$ cat config.mk
export PLATFORM = sky130hd
export DESIGN_NAME = mc_port_arbiter
export DESIGN_NICKNAME = d
export VERILOG_FILES = /design/src/rtl/mc_port_arbiter.sv
export SDC_FILE = /design/constraint.sdc
export NUM_CORES = 1
export LEC_CHECK = 0
export CAP_MARGIN = 5
export CORE_AREA = 2 2 389 391
export CTS_CLUSTER_DIAMETER = 100
export DETAILED_ROUTE_END_ITERATION = 8
export DIE_AREA = 0 0 391 393
export DONT_BUFFER_PORTS = 1
export MAX_ROUTING_LAYER = met4
export PLACE_DENSITY_LB_ADDON = 0.25
export SYNTH_ARGS = -nofsm -noshare
export SYNTH_HDL_FRONTEND = slang
export SYNTH_SLANG_ARGS = --single-unit
$ cat constraint.sdc
create_clock -name clk -period 2.1 [get_ports clk]
set_clock_uncertainty 0.05 [all_clocks]
set_input_delay 0.315 -clock clk [delete_from_list [all_inputs] [get_ports clk]]
set_output_delay 0.315 -clock clk [all_outputs]
set_load 0.01 [all_outputs]
$ cat src/rtl/mc_port_arbiter.sv
// mc_port_arbiter: shares one Convey MC port among NUM_REQ requesters.
// Round-robin request arbitration into a one-entry registered stage, response
// routing by the requester ID carried in rtnctl, and MC write-flush sequencing.
module mc_port_arbiter #(
    parameter int unsigned NUM_REQ      = 4,
    parameter int unsigned ID_W         = 2,
    parameter int unsigned RTNCTL_WIDTH = 32
) (
    input  logic                                   clk,
    input  logic                                   i_reset_n,
    input  logic [NUM_REQ-1:0]                     rq_vld,
    output logic [NUM_REQ-1:0]                     rq_rdy,
    input  logic [NUM_REQ*(RTNCTL_WIDTH-ID_W)-1:0] rq_rtnctl,
    input  logic [NUM_REQ*64-1:0]                  rq_data,
    input  logic [NUM_REQ*48-1:0]                  rq_vadr,
    input  logic [NUM_REQ*2-1:0]                   rq_size,
    input  logic [NUM_REQ*3-1:0]                   rq_cmd,
    input  logic [NUM_REQ*4-1:0]                   rq_scmd,
    input  logic [NUM_REQ-1:0]                     flush_req,
    output logic [NUM_REQ-1:0]                     flush_done,
    output logic [NUM_REQ-1:0]                     rs_vld,
    input  logic [NUM_REQ-1:0]                     rs_rdy,
    output logic [2:0]                             rs_cmd,
    output logic [3:0]                             rs_scmd,
    output logic [63:0]                            rs_data,
    output logic [RTNCTL_WIDTH-ID_W-1:0]           rs_rtnctl,
    output logic                                   mc_rq_vld,
    output logic [RTNCTL_WIDTH-1:0]                mc_rq_rtnctl,
    output logic [63:0]                            mc_rq_data,
    output logic [47:0]                            mc_rq_vadr,
    output logic [1:0]                             mc_rq_size,
    output logic [2:0]                             mc_rq_cmd,
    output logic [3:0]                             mc_rq_scmd,
    input  logic                                   mc_rq_stall,
    input  logic                                   mc_rs_vld,
    input  logic [2:0]                             mc_rs_cmd,
    input  logic [3:0]                             mc_rs_scmd,
    input  logic [63:0]                            mc_rs_data,
    input  logic [RTNCTL_WIDTH-1:0]                mc_rs_rtnctl,
    output logic                                   mc_rs_stall,
    output logic                                   mc_rq_flush,
    input  logic                                   mc_rs_flush_cmplt
);

    localparam int unsigned UW = RTNCTL_WIDTH - ID_W;

    localparam logic [2:0] ST_IDLE  = 3'd0;
    localparam logic [2:0] ST_DRAIN = 3'd1;
    localparam logic [2:0] ST_ISSUE = 3'd2;
    localparam logic [2:0] ST_WAIT  = 3'd3;
    localparam logic [2:0] ST_DONE  = 3'd4;

    localparam logic [ID_W-1:0] LAST_RST = ID_W'(NUM_REQ - 1);

    logic [2:0]         state;
    logic [2:0]         state_nxt;
    logic [NUM_REQ-1:0] flush_mask;
    logic               full;
    logic [ID_W-1:0]    last;
    logic [ID_W-1:0]    cand;
    logic [ID_W-1:0]    grant_idx;
    logic               grant_found;
    logic               grant;
    logic               transfer;
    logic               slot_free;
    logic [ID_W-1:0]    rs_id;

    assign transfer  = full & ~mc_rq_stall;
    assign slot_free = ~full | ~mc_rq_stall;

    // Round-robin search: first valid requester after the last winner, wrapping.
    always_comb begin
        grant_found = 1'b0;
        grant_idx   = '0;
        cand        = '0;
        for (int unsigned k = 1; k <= NUM_REQ; k++) begin
            cand = ID_W'((32'(last) + k) % NUM_REQ);
            if (!grant_found && rq_vld[cand]) begin
                grant_found = 1'b1;
                grant_idx   = cand;
            end
        end
    end

    // Grants only when the stage can accept and no flush is pending or running.
    assign grant  = grant_found & slot_free & (state == ST_IDLE) & ~(|flush_req) & i_reset_n;
    assign rq_rdy = grant ? (NUM_REQ'(1) << grant_idx) : '0;

    // Output stage: load on grant, empty on transfer, hold while stalled.
    always_ff @(posedge clk or negedge i_reset_n) begin
        if (!i_reset_n) begin
            full         <= 1'b0;
            last         <= LAST_RST;
            mc_rq_rtnctl <= '0;
            mc_rq_data   <= '0;
            mc_rq_vadr   <= '0;
            mc_rq_size   <= '0;
            mc_rq_cmd    <= '0;
            mc_rq_scmd   <= '0;
        end else if (grant) begin
            full         <= 1'b1;
            last         <= grant_idx;
            mc_rq_rtnctl <= {grant_idx, rq_rtnctl[32'(grant_idx)*UW +: UW]};
            mc_rq_data   <= rq_data[32'(grant_idx)*64 +: 64];
            mc_rq_vadr   <= rq_vadr[32'(grant_idx)*48 +: 48];
            mc_rq_size   <= rq_size[32'(grant_idx)*2 +: 2];
            mc_rq_cmd    <= rq_cmd[32'(grant_idx)*3 +: 3];
            mc_rq_scmd   <= rq_scmd[32'(grant_idx)*4 +: 4];
        end else if (transfer) begin
            full         <= 1'b0;
        end
    end

    assign mc_rq_vld = full;

    // Flush state register.
    always_ff @(posedge clk or negedge i_reset_n) begin
        if (!i_reset_n) begin
            state <= ST_IDLE;
        end else begin
            state <= state_nxt;
        end
    end

    // Flush next-state: drain the stage, pulse the flush, wait for completion.
    always_comb begin
        state_nxt = state;
        case (state)
            ST_IDLE:  if (|flush_req) state_nxt = ST_DRAIN;
            ST_DRAIN: if (!full || transfer) state_nxt = ST_ISSUE;
            ST_ISSUE: state_nxt = ST_WAIT;
            ST_WAIT:  if (mc_rs_flush_cmplt) state_nxt = ST_DONE;
            ST_DONE:  state_nxt = ST_IDLE;
            default:  state_nxt = ST_IDLE;
        endcase
    end

    // Flush mask capture and registered flush outputs.
    always_ff @(posedge clk or negedge i_reset_n) begin
        if (!i_reset_n) begin
            flush_mask  <= '0;
            mc_rq_flush <= 1'b0;
            flush_done  <= '0;
        end else begin
            if (state == ST_IDLE && |flush_req) begin
                flush_mask <= flush_req;
            end
            mc_rq_flush <= (state_nxt == ST_ISSUE);
            flush_done  <= (state_nxt == ST_DONE) ? flush_mask : '0;
        end
    end

    // Response routing; IDs beyond NUM_REQ are dropped.
    assign rs_id     = mc_rs_rtnctl[RTNCTL_WIDTH-1 -: ID_W];
    assign rs_vld    = (mc_rs_vld && i_reset_n && (32'(rs_id) < NUM_REQ)) ?
                       (NUM_REQ'(1) << rs_id) : '0;
    assign rs_cmd    = mc_rs_cmd;
    assign rs_scmd   = mc_rs_scmd;
    assign rs_data   = mc_rs_data;
    assign rs_rtnctl = mc_rs_rtnctl[UW-1:0];

    // Almost-full style response backpressure, one cycle behind rs_rdy.
    always_ff @(posedge clk or negedge i_reset_n) begin
        if (!i_reset_n) begin
            mc_rs_stall <= 1'b0;
        end else begin
            mc_rs_stall <= |(~rs_rdy);
        end
    end

endmodule
==> metrics.csv, run 1 <==
metric,value,unit
status,stopped before the end,
stop_stage,4_1_cts,
stop_error,[ERROR RSZ-0060] Max buffer count reached.,
avgSynthCellArea,11.0,um^2
placedCellCount,2856,
initial_utilization,7.59,%
synth_top_cell_by_area,dfrtp_1,
die_h,393,um
netlist_area,11300,um^2
numPortBuffers,0,
cts_buffers,17,
clock-sinks,169,
synth_edf_count,0,
rows,142,
routabilityCongestion,0.844,
ys_seq_elements,169,
hpwl,58900,um
synthTopCellsByArea,"dfrtp_1, mux2i_1, o221ai_2, buf_4, o221ai_1",
postCtsSetupRepairBufs,54,
die_w,391,um
synth_warnings,0,
root_buffer,clkbuf_16,
ys_seq_area_share,37.4,%
synth_cell_type_count,39,
synth_ff_type,dfrtp_1,
cts_hold_buf,596,
syn_inst,1027,
synth_top_area_share,36.9,%
place_area,13300,um^2
postCtsResizedCells,227,
clk_path_buf_depth,2,
synthArstFlopShare,100,%
synth_common_cells,"mux2i_1, nand2_1, dfrtp_1",
cts-htree-levels,4,
synth.net_count,1751,
ios,993,
synth.most_common_cell,mux2i_1,
-- cell families after synthesis --
kind of cell | after synthesis | share of synthesized area, %
buffers and inverters | 186 | 12.0
DFF | 169 | 37.4
and+or+nand+nor | 204 | 7.43
muxes | 303 | 26.8
AOI/OAI and AO/OA | 165 | 16.5
-- metrics by stage --
step | setup TNS (ns) | utilization (%) | setup slack, ns
2_1_floorplan | 0 | - | 0.00888
3_3_place_gp | -67.55 | 8.88 | -0.734
3_5_place_dp | -69.69 | 8.88 | -0.735
==> run 2, diff against run 1 <==
Settings changed: CORE_AREA 2 2 389 391 to 2 2 387 389, CTS_CLUSTER_DIAMETER 100 to default, DIE_AREA 0 0 391 393 to 0 0 389 391, MAX_ROUTING_LAYER met4 to default, PLACE_DENSITY_LB_ADDON 0.25 to 0.15.
Clock period 2.1 ns to 2.7 ns, I/O delays scaled along.
==> run 2 against run 1 <==
The flow now finishes, with violations (hold timing). Synthesized cell count is the same. Synthesized area is the same.
==> metrics.csv, run 2 <==
metric,value,unit
synth_ff_type,dfrtp_1,
required,3.02,ns
numPortBuffers,0,
clock-sinks,169,
hpwl,51500,um
gr-usage-all-layers,8.40,%
antenna_found_initial,31,
remaining_drc_errors,0,
path_clk_slew,0.09,ns
fillerInstances,17000,
synth_edf_count,0,
die_h,391,um
cts_tree,done,
cts_hold_buf,217,
crit_fanout,10,
insertion_delay,0.51,ns
ir_drop,0.429,mV
overflow,0,
intPower,7.33,mW
r2r_end,mc_rq_data[15],
rows,142,
dieArea,152000,um^2
crit_path_start,last[1],
synthArstFlopShare,100,%
grt_pass1_vias,9978,
seq_power_share,41.3,%
syn_inst,1027,
grt_util_met2,14.2,%
status,"finished, violations left",
powerDensity,780,nW/um^2
synth.most_common_cell,mux2i_1,
finalCritPeriodShare,96.8,%
rr_startpoint,last[1],
synth_top_cell_by_area,dfrtp_1,
grt_max_degree,174,
layout.cells.non_filler,3118,
synth_warnings,0,
grtUsageMet1,8.75,%
wl_per_cell,21.4,um
final_cell_mix,"mux2i_1, dlygate4sd3_1, nand2_1",
achievable-frequency,382,MHz
routed_wl,66600,um
viasPerCell,3.00,
ff2ff_path_depth,8,
initial_utilization,7.63,%
slew_viol_final,0,
violations,hold timing,
synth_common_cells,"mux2i_1, nand2_1, dfrtp_1",
final_common_cell,mux2i_1,
rsz0062_at_grt,yes,
drtIter0Drc,377,
vias,9347,
top_regs,"mc_rq_data (64), mc_rq_vadr (48), mc_rq_rtnctl (32)",
drive_gt1_share,17.1,%
root_buffer,clkbuf_16,
largest_reg_flops,64,
cp-start-kind,flop,
synth_top_area_share,36.9,%
p_clk_share,21.7,%
tightest_slew,0.854,ns
drt_pre_antenna_iters,4,
relSlewSlack,43.0,%
hold_class,in -> async,
setup_tns,0,ns
grt.met3_usage,3.94,%
placedCellCount,2845,
synthTopCellsByArea,"dfrtp_1, mux2i_1, o221ai_2, buf_4, o221ai_1",
power_switching,5.34,mW
r2r_slack,0.09,ns
ys_seq_area_share,37.4,%
busiest_layer,met2,
period_minus_slack,2.61,ns
hold-worst-slack,-0.481,ns
avgSynthCellArea,11.0,um^2
areaGrowthSynthToFinish,43.4,%
setup_viol,0,
hold_viol_final,169,
routabilityCongestion,0.771,
critPathKind,reg -> reg,
crit_arrival,2.93,ns
cts_buffers,17,
synth_cell_type_count,39,
cts-htree-levels,4,
crit_end,mc_rq_data[15],
drv_cap,0,
netlist_area,11300,um^2
ys_seq_elements,169,
comb_power_share,37.0,%
die_w,389,um
clk_path_buf_depth,2,
drtAntennaViolNets,0,
nets,1876,
synth.net_count,1751,
swShare,42.2,%
critPathCaptureType,flop,
ios,993,
grt_pass1_wl,86300,um
p_leak,6.45,nW
largest_register,mc_rq_data,
core_region_area,149000,um^2
[run 2: cell counts after synthesis]
No cell type changed its count.
[run 2: cell type report]
class                   count  area, um^2  share of cell area (%)
multi-input cells         672        5880                    36.2
well taps                1944        2430                    15.0
diodes                      9        22.5                   0.139
repair buffers            291        3080                    19.0
flip-flops and latches    169        4230                    26.1
clock inverters            15         159                   0.979
clock buffers              17         425                    2.62
inverters                   1        3.75                  0.0231
[run 2: worst max-delay path, stage by stage, from the launching register on]
cell and delay, ns:
dfstp_2 0.43, and3b_1 0.18, a31oi_1 0.21, and3_4 0.26, buf_4 0.17, bufbuf_16 0.31, mux2i_1 0.18, dlygate4sd3_1 0.56
o221ai_1 0.11
[run 2: how the worst min path moves through the flow]
stage | from | to | slack [ns] | cells after the start
2_1_floorplan | i_reset_n | flush_done[0] | 0.06 | 0
3_3_place_gp | i_reset_n | mc_rq_data[25] | 0.07 | 0
3_5_place_dp | i_reset_n | mc_rq_data[25] | 0.07 | 0
4_1_cts | i_reset_n | mc_rq_data[25] | -0.56 | 0
5_1_grt | i_reset_n | mc_rq_rtnctl[19] | -0.56 | 0
6_report | i_reset_n | mc_rq_rtnctl[19] | -0.48 | 0
[run 2: kinds of logic after synthesis]
group	Yosys count	synth area share [%]
compound gates	165	16.5
mux	303	26.8
buf+inv	186	12.0
flops	169	37.4
simple gates	204	7.43
[run 2: what timing repair did]
action / 4_1_cts / 5_1_grt
endpoints found under the setup margin: 4 / 14
buffers inserted: 9 / 4
hold endpoints to repair: 259 / 169
gates cloned: 2 / 1
pin swaps: 8 / 4
gates resized for setup: 20 / 5
[run 2: stage by stage]
step                total power [mW]  area, um^2  worst slack, ns  util (%)
CTS                             13.0       16100          -0.0304      10.9
global route                    13.6       16200          -0.0563      10.9
global placement                9.41       13100         -0.00102      8.85
floorplan                       8.11       11300            0.296         -
finish                          12.7       16200           0.0852      10.9
detailed placement              9.44       13100         -0.00571      8.85
[run 2: power groups by stage]
stage	clock [mW]	combinational, mW	sequential, mW
floorplan	0	3.48	4.62
global placement	0	4.05	5.36
detailed placement	0	4.14	5.30
CTS	2.99	4.68	5.28
global route	3.05	5.14	5.41
finish	2.75	4.68	5.24
[run 2: routing by layer]
layer	share of wire, %	vias up
met5	0.078	-
met3	9.9	111
met4	4.1	8
met1	37	4601
li1	-	4013
met2	49	614
Power figures use the tool's default switching activity.
